[src/rtl/dca_booth_accumulator_pkg.sv]
// Shared definitions for the DCA Booth accumulator: state encoding and width helpers.
// Optional protocol checking in the top is enabled by DCA_BOOTH_ACC_PROTOCOL_CHECK_EN.
package dca_booth_accumulator_pkg;

  typedef enum logic [1:0] {
    ST_IDLE = 2'd0,
    ST_RUN  = 2'd1,
    ST_HOLD = 2'd2
  } acc_state_e;

  function automatic int unsigned cnt_width(input int unsigned count);
    return (count > 32'd1) ? $clog2(count) : 32'd1;
  endfunction

  function automatic int unsigned acc_width(input int unsigned mcand_w,
                                            input int unsigned row_cnt,
                                            input int unsigned col_cnt);
    return mcand_w + row_cnt + col_cnt;
  endfunction

endpackage

[src/rtl/dca_booth_position_tracker.sv]
// Row/column bit-position counters for the Booth accumulator, with saturation flags.
module dca_booth_position_tracker
  import dca_booth_accumulator_pkg::*;
#(
  parameter int unsigned ROW_COUNT = 8,
  parameter int unsigned COL_COUNT = 9,
  localparam int unsigned ROW_W = cnt_width(ROW_COUNT),
  localparam int unsigned COL_W = cnt_width(COL_COUNT)
) (
  input  logic             clk,
  input  logic             rstnn,
  input  logic             init,
  input  logic             enable,
  input  logic             step,
  input  logic             row_adv,
  output logic [ROW_W-1:0] row,
  output logic [COL_W-1:0] col,
  output logic             row_sat,
  output logic             col_sat
);

  localparam logic [ROW_W-1:0] ROW_MAX = ROW_W'(ROW_COUNT - 32'd1);
  localparam logic [COL_W-1:0] COL_MAX = COL_W'(COL_COUNT - 32'd1);

  logic [ROW_W-1:0] row_r;
  logic [COL_W-1:0] col_r;

  // Position counters: init clears, row advance beats column step, both hold at max
  always_ff @(posedge clk) begin
    if (!rstnn) begin
      row_r <= '0;
      col_r <= '0;
    end else if (init) begin
      row_r <= '0;
      col_r <= '0;
    end else if (enable && row_adv) begin
      if (row_r != ROW_MAX) begin
        row_r <= row_r + 1'b1;
      end
      col_r <= '0;
    end else if (enable && step && (col_r != COL_MAX)) begin
      col_r <= col_r + 1'b1;
    end
  end

  assign row     = row_r;
  assign col     = col_r;
  assign row_sat = enable && row_adv && (row_r == ROW_MAX);
  assign col_sat = enable && !row_adv && step && (col_r == COL_MAX);

endmodule

[src/rtl/dca_booth_accumulator.sv]
// Booth event accumulator: turns sequencer pulses into a signed product on a valid/ready port.
// Define DCA_BOOTH_ACC_PROTOCOL_CHECK_EN to add the sticky protocol_error output.
module dca_booth_accumulator
  import dca_booth_accumulator_pkg::*;
#(
  parameter int unsigned MCAND_WIDTH = 8,
  parameter int unsigned ROW_COUNT   = 8,
  parameter int unsigned COL_COUNT   = 9,
  localparam int unsigned ACC_WIDTH  = acc_width(MCAND_WIDTH, ROW_COUNT, COL_COUNT)
) (
  input  logic                   clk,
  input  logic                   rstnn,
  input  logic                   enable,
  input  logic                   init,
  input  logic [MCAND_WIDTH-1:0] multiplicand,
  input  logic                   add_pulse,
  input  logic                   sub_pulse,
  input  logic                   add_last,
  input  logic                   sub_last,
  input  logic                   step_pulse,
  input  logic                   row_pulse,
  input  logic                   done_pulse,
  output logic [ACC_WIDTH-1:0]   result,
  output logic                   result_valid,
  input  logic                   result_ready,
  output logic                   busy
`ifdef DCA_BOOTH_ACC_PROTOCOL_CHECK_EN
  ,
  output logic                   protocol_error
`endif
);

  localparam int unsigned ROW_W   = cnt_width(ROW_COUNT);
  localparam int unsigned COL_W   = cnt_width(COL_COUNT);
  localparam int unsigned SHIFT_W = cnt_width(ROW_COUNT + COL_COUNT - 32'd1);

  acc_state_e             state_r, state_next_s;
  logic [MCAND_WIDTH-1:0] mcand_r;
  logic [ACC_WIDTH-1:0]   acc_r, acc_next_s, mcand_ext_s, term_s, result_r;
  logic                   result_valid_r, busy_r;
  logic [ROW_W-1:0]       row_s;
  logic [COL_W-1:0]       col_s;
  logic [SHIFT_W-1:0]     shift_s;
  logic                   row_sat_s, col_sat_s, ev_en_s;

  // Events count only in RUN, when enabled, and never in an init cycle
  assign ev_en_s     = (state_r == ST_RUN) && enable && !init;
  assign shift_s     = SHIFT_W'(row_s) + SHIFT_W'(col_s);
  assign mcand_ext_s = {{(ACC_WIDTH - MCAND_WIDTH){mcand_r[MCAND_WIDTH-1]}}, mcand_r};
  assign term_s      = mcand_ext_s << shift_s;

  dca_booth_position_tracker #(
    .ROW_COUNT (ROW_COUNT),
    .COL_COUNT (COL_COUNT)
  ) u_position (
    .clk     (clk),
    .rstnn   (rstnn),
    .init    (init),
    .enable  (ev_en_s),
    .step    (step_pulse),
    .row_adv (row_pulse),
    .row     (row_s),
    .col     (col_s),
    .row_sat (row_sat_s),
    .col_sat (col_sat_s)
  );

  // Booth add/sub of the shifted multiplicand at the pre-update position
  always_comb begin
    acc_next_s = acc_r;
    if (ev_en_s && add_pulse && !sub_pulse) begin
      acc_next_s = acc_r + term_s;
    end else if (ev_en_s && sub_pulse && !add_pulse) begin
      acc_next_s = acc_r - term_s;
    end else begin
      acc_next_s = acc_r;
    end
  end

  // Next-state logic; init restarts from any state
  always_comb begin
    state_next_s = state_r;
    case (state_r)
      ST_IDLE: begin
        if (init) state_next_s = ST_RUN;
        else      state_next_s = ST_IDLE;
      end
      ST_RUN: begin
        if (init)                         state_next_s = ST_RUN;
        else if (ev_en_s && done_pulse)   state_next_s = ST_HOLD;
        else                              state_next_s = ST_RUN;
      end
      ST_HOLD: begin
        if (init)              state_next_s = ST_RUN;
        else if (result_ready) state_next_s = ST_IDLE;
        else                   state_next_s = ST_HOLD;
      end
      default: state_next_s = ST_IDLE;
    endcase
  end

  // State register
  always_ff @(posedge clk) begin
    if (!rstnn) state_r <= ST_IDLE;
    else        state_r <= state_next_s;
  end

  // Accumulator, latched multiplicand and registered result port
  always_ff @(posedge clk) begin
    if (!rstnn) begin
      acc_r          <= '0;
      mcand_r        <= '0;
      result_r       <= '0;
      result_valid_r <= 1'b0;
      busy_r         <= 1'b0;
    end else begin
      busy_r <= (state_next_s == ST_RUN);
      if (init) begin
        acc_r          <= '0;
        mcand_r        <= multiplicand;
        result_valid_r <= 1'b0;
      end else begin
        acc_r <= acc_next_s;
        if (ev_en_s && done_pulse) begin
          result_r       <= acc_next_s;
          result_valid_r <= 1'b1;
        end else if ((state_r == ST_HOLD) && result_ready) begin
          result_valid_r <= 1'b0;
        end
      end
    end
  end

  assign result       = result_r;
  assign result_valid = result_valid_r;
  assign busy         = busy_r;

`ifdef DCA_BOOTH_ACC_PROTOCOL_CHECK_EN
  logic add_open_r, sub_open_r, perr_r;
  logic any_event_s, add_live_s, sub_live_s, perr_hit_s;

  // A begin and its end may share a cycle, so "live" includes this cycle's begin
  always_comb begin
    any_event_s = add_pulse | sub_pulse | add_last | sub_last |
                  step_pulse | row_pulse | done_pulse;
    add_live_s  = add_open_r | add_pulse;
    sub_live_s  = sub_open_r | sub_pulse;
    perr_hit_s  = 1'b0;
    if (!enable || init) begin
      perr_hit_s = 1'b0;
    end else if (state_r != ST_RUN) begin
      perr_hit_s = any_event_s;
    end else begin
      perr_hit_s = (add_last && !add_live_s) || (sub_last && !sub_live_s) ||
                   (add_pulse && add_open_r) || (sub_pulse && sub_open_r) ||
                   ((step_pulse || row_pulse || done_pulse) &&
                    ((add_live_s && !add_last) || (sub_live_s && !sub_last))) ||
                   row_sat_s || col_sat_s;
    end
  end

  // Outstanding-op tracking and sticky error flag
  always_ff @(posedge clk) begin
    if (!rstnn || init) begin
      add_open_r <= 1'b0;
      sub_open_r <= 1'b0;
      perr_r     <= 1'b0;
    end else begin
      if (ev_en_s) begin
        add_open_r <= add_live_s && !add_last;
        sub_open_r <= sub_live_s && !sub_last;
      end
      if (perr_hit_s) perr_r <= 1'b1;
    end
  end

  assign protocol_error = perr_r;
`else
  logic unused_inputs_s;
  assign unused_inputs_s = ^{add_last, sub_last, row_sat_s, col_sat_s};
`endif

endmodule

[config.mk]
export PLATFORM = sky130hd
export DESIGN_NAME = dca_booth_accumulator
export DESIGN_NICKNAME = d
export VERILOG_FILES = /design/src/rtl/dca_booth_accumulator_pkg.sv /design/src/rtl/dca_booth_position_tracker.sv /design/src/rtl/dca_booth_accumulator.sv
export SDC_FILE = /design/constraint.sdc
export NUM_CORES = 1
export LEC_CHECK = 0
export ABC_AREA = 0
export CORE_ASPECT_RATIO = 0.9
export CORE_MARGIN = 1
export CORE_UTILIZATION = 45
export CTS_BUF_LIST = sky130_fd_sc_hd__clkbuf_2
export DETAILED_ROUTE_END_ITERATION = 7
export PLACE_DENSITY = 0.61
export SLEW_MARGIN = 20
export SYNTH_ARGS = -nofsm -noshare
export SYNTH_HDL_FRONTEND = slang
export SYNTH_HIERARCHICAL = 1
export SYNTH_SLANG_ARGS = --single-unit
export TNS_END_PERCENT = 1
[constraint.sdc]
create_clock -name clk -period 5.62 [get_ports clk]
set_input_delay 1.405 -clock clk [delete_from_list [all_inputs] [get_ports clk]]
set_output_delay 1.405 -clock clk [all_outputs]
set_load 0.05 [all_outputs]
==> run metrics, run 1 <==
final hold violations=0; mean post-synth cell area=7.48 µm²; Initial Util=46.9%; Pre-antenna DRT Iters=5; CP endpoint kind=flop; Via Count=6163; Ys Warns=6; Area growth, synth to finish=13.3%; Cell Rows=39; Clock Latency Late Sink=0.62 ns; Worst Clk Skew=0.0373 ns; DP HPWL=14.2 mm; CTS resizes=0; Reg2Reg Depth=17; GRT Overall Usage=28.3%; final WL=19.4 mm; Boundary Pins=47; Root Driver=clkbuf_2; clk buf depth=2; vias in the first global route=5903; die width=124 µm; CP Launch Type=flop; fin crit share=93.7%; detailed-route wire length per cell=19.3 µm; Data required, critical path=6.18 ns; Power Density=181 nW/µm²; Max Clock Freq=between 150 and 200 MHz; status=finished, final reports clean; CP top delay family=compound AO/OA/AOI/OAI gates; post-synthesis cell area=slightly above 6000 µm²; Syn Inst Count=810; antenna-violating nets left=0; initial antenna violation count=0; Slowest-stage cell, CP=fa_2; clk sink count=69; Data arrival, critical path=5.83 ns; max layer used=met4; Buffers on Ports=44; H-tree depth=3; CP Cell Sequence=ha_1 > fa_2 > mux2i_1 > nand2_1 > o21ai_0 > nor2_1 > nor2_1 > ha_1 > nor2b_1 > a211oi_1 > o41ai_1 > o32ai_1 > a41oi_1 > a21oi_1 > and3_1 > or4_1 > or3b_1; hold path cells=2; first-pass GRT wire length=31.2 mm; fin. max-slew vios=0; met3 WL=about 1 mm; WL met2=9.11 mm; Worst Tran Pin Value=about 1.1 ns; Die ar.=13900 µm²; worst setup margin=0.354 ns; Tightest Hold Check Type=reg -> reg; total of max-cap violations=0; Design Area, Final=6870 µm²; Hold Slack=0.485 ns; gpl congestion=approximately 0.91; Die H=around 110 µm; CP Depth=17; pre-CTS setup slack=0.402 ns; pin count of the biggest net entering global routing=33; leakage power=0.00286 µW; Post-CTS Hold Fix Bufs=0; Rel. slew slack=between 20% and 30%; Final setup viols=0; syn_nets=just under 900; # diodes=0; cts bufs inserted=9; worst-path fanout max=18; share of layout cells above drive strength 1=7.12%; minimum clock period=5.27 ns; WP buf/inv=0; DRC Markers=0; Crit Path Class=reg -> reg; Layout Nets=between 900 and 1000; Max VDD drop=0.000138 V; setup TNS=0 ns; Cell Area, Placed=6670 µm²; CTS tree=done; vias per inst=6.12; initial drt markers=458; Setup Buffers After CTS=0; gr ovfl total=0; WL met1=8.81 mm; max incr delay on CP=between 0.7 and 0.8 ns; core area=12900 µm²; RSZ-0062 raised after global routing=no; clock-pin slew on the worst setup and hold paths=0.21 ns
## metrics by stage
step / power (µW) / instances / utilization [%]
CTS: 1250 / 1007 / 53.0
global placement: 783 / 991 / 51.5
global route: 1300 / 1007 / 53.1
floorplan: 707 / 810 / -
detailed placement: 787 / 991 / 51.5
finish: 1240 / 1007 / 53.1
## layout by cell type, fill, tap and decap left out, types with 5 or more instances in the layout
master,count
or3_1,8
or4_1,6
o221ai_1,5
inv_1,48
a21oi_1,61
a21o_1,13
and3_1,6
clkbuf_2,9
nor4_1,10
o21bai_1,7
or2_2,6
nor2_1,111
a22oi_1,8
xor2_1,6
clkdlybuf4s50_1,44
o22ai_1,8
a211oi_1,15
and2_1,7
a31oi_1,6
buf_4,15
nor3_1,23
nor2b_1,16
o21a_1,11
ha_1,59
o21ai_0,43
nand2b_1,9
mux2i_1,27
o41ai_1,5
o31ai_1,5
xnor2_1,5
dfxtp_1,69
nand2_1,59
nand3_1,24
## state kept, by name (all words and copies together), names as in the netlist
signal / count
acc_r: 25
result: 25
mcand_r: 8
u_position/col: 4
u_position/row: 3
state_r: 2
busy: 1
result_valid: 1
## power breakdown
part	internal [µW]	total (µW)	switching [µW]
sequential	501	510	9.78
combinational	99.6	273	174
clock	240	460	220
total	840	1240	404
## path summary, 6_finish.rpt
path	slack [ns]	from	to
max reg2reg	0.35	u_position/col[0]	result[24]
min reg2reg	0.48	result[8]	result[8]
max	0.35	u_position/col[0]	result[24]
min	0.48	result[8]	result[8]
## layout make-up
class                           count  area (µm²)
Clock buffer                        9        45.0
Clock inverter                      7         146
Fill cell                        1254        6060
Inverter                           49         184
Multi-Input combinational cell    650        4350
Sequential cell                    69        1380
Tap cell                          164         205
Timing Repair Buffer               59         553
## layer usage
layer,up-vias,track usage [%]
li1,3000,-
met1,2938,36.3
met2,189,47.8
met3,36,4.72
met4,0,9.96
met5,-,0
## worst min-delay path, cell delays in order, from the launching register on
cell	delay [ns]
dfxtp_1	0.37
nand2_1	0.05
a21oi_1	0.05
Note: power is estimated with default switching activity, not from simulation.
==> run 2: changes to the inputs <==
- CORE_MARGIN: 1 -> 1.5
==> run 2 against run 1 <==
Against the previous run: core utilization down 1.9 points; via count shrank 0.34%; cell area decreased by 1.1%; clock skew increased by 0.015 ns; setup slack gained 0.13 ns; routed wire length shrank 3.1%; critical path type unchanged; largest cell class unchanged.
==> run metrics, run 2 (same netlist as run 1, synthesis figures left out) <==
total of max-cap violations=0; Clock Latency Late Sink=0.63 ns; Hold Path Origin=result[8]; setup TNS=0 ns; pre-CTS setup slack=0.427 ns; Pre-antenna DRT Iters=5; Power Density=around 160 nW/µm²; Boundary Pins=47; Reg2Reg Depth=16; initial drt markers=a little under 500; Max Clock Freq=195 MHz; die width=125 µm; vias in the first global route=5686; CTS tree=done; Slowest-stage cell, CP=fa_2; Root Driver=clkbuf_2; worst setup margin=0.481 ns; Tightest Hold Check Type=reg -> reg; pin count of the biggest net entering global routing=33; CP endpoint kind=flop; first-pass GRT wire length=30.3 mm; Reg-to-Reg Start=u_position/col[0]; share of layout cells above drive strength 1=6.89%; CP Cell Sequence=ha_1 > fa_2 > nor2_1 > a21oi_1 > mux2i_1 > or2_2 > ha_1 > a21o_1 > nor3_1 > nand4b_1 > and2_1 > a41oi_1 > a21oi_1 > and3_1 > or4_1 > or3b_1; Setup Buffers After CTS=0; Cell Rows=40; status=finished, final reports clean; Post-CTS Hold Fix Bufs=0; GRT met1 Usage=a little over a third; Via Count=6142; DRC Markers=0; Initial Util=45.7%; CP Launch Type=flop; clock-pin slew on the worst setup and hold paths=0.23 ns; fin. max-slew vios=0; detailed-route wire length per cell=18.6 µm; Data required, critical path=6.19 ns; initial antenna violation count=0; reg2reg setup slack=0.48 ns; reg2reg end=result[24]; Buffers on Ports=44; Critical path origin=u_position/col[0]; commonest non-fill, non-tap cell in the layout=nor2_1; RSZ-0062 raised after global routing=no; worst-path fanout max=18; DP HPWL=13.9 mm; leakage power=0.00281 µW; Final setup viols=0; clk sink count=69; Area growth, synth to finish=12.1%; core area=13300 µm²; met2 Use GR=44.6%; gpl congestion=0.965; H-tree depth=3; Data arrival, critical path=5.71 ns; vias per inst=between 6 and 7; GRT busiest layer=met2; cts bufs inserted=9; Worst Clk Skew=0.0526 ns; Die ar.=14200 µm²; fin crit share=between 90% and 100%; GRT Overall Usage=27.0%; antenna-violating nets left=0; final hold violations=0; Die H=113 µm; Layout Nets=919; Worst Tran Pin Value=0.753 ns; Crit Path Class=reg -> reg; Global Route met3 Usage=4.16%; clk buf depth=2; most frequent cells in the layout=nor2_1, dfxtp_1, a21oi_1; final WL=18.8 mm; max incr delay on CP=0.76 ns; minimum clock period=5.14 ns; Max VDD drop=0.000132 V; # diodes=0; critical path endpoint=result[24]; Rel. slew slack=49.4%; CTS resizes=0; gr ovfl total=0
==> run 2: cell types whose count changed in the layout (fill, tap and decap cells not counted) <==
| cell | before | now |
|---|---|---|
| buf_4 | 15 | 14 |
| bufinv_16 | 4 | 1 |
| clkinv_1 | 0 | 1 |
| clkinv_4 | 2 | 0 |
| clkinvlp_4 | 0 | 3 |
| inv_6 | 1 | 2 |
==> run 2: metal layers <==
metal / vias to the layer above / part of all wire [%]
li1: 2995 / -
met1: 2959 / 46
met2: 156 / 47
met3: 32 / 3.6
met4: 0 / 2.6
met5: - / 0
==> run 2: worst min-delay path by stage <==
stage	endpoint	slack, ns	cells past startpoint
floorplan	mcand_r[0]	0.48	2
global placement	result[8]	0.45	2
detailed placement	result_valid	0.46	2
CTS	result_valid	0.49	2
global route	result_valid	0.51	2
finish	result[8]	0.49	2
==> run 2: report_power, final <==
group | internal, µW | leakage (µW) | switching (µW)
logic | 98.8 | 0.00219 | 172
clock network | 104 | 0.0000626 | 217
registers | 501 | 0.000559 | 9.32
total | 703 | 0.00281 | 398
==> run 2: layout make-up <==
class	count	area [µm²]
clock buffers	9	45.0
clock inverters	7	73.8
fillers	1301	6470
inverters	49	184
multi-input cells	650	4350
flip-flops and latches	69	1380
well taps	168	210
repair buffers	58	546
==> run 2: metrics by stage <==
stage               util, %  instances  total power (µW)  instance area [µm²]  hold WS, ns
floorplan                 -        810               707                 6060        0.475
global placement       50.2        994               782                 6660        0.449
detailed placement     50.2        994               787                 6660        0.463
CTS                    51.1       1010              1110                 6780        0.486
global route           51.2       1010              1160                 6790        0.507
finish                 51.2       1010              1100                 6790        0.486
==> run 2: worst max-delay path, delay by kind of cell, from the launching register on <==
family	cells	cell delay, ns
adders and majority gates	3	1.38
AOI/OAI and AO/OA	4	1.17
DFF	1	0.41
muxes	1	0.16
and+or+nand+nor	8	1.97
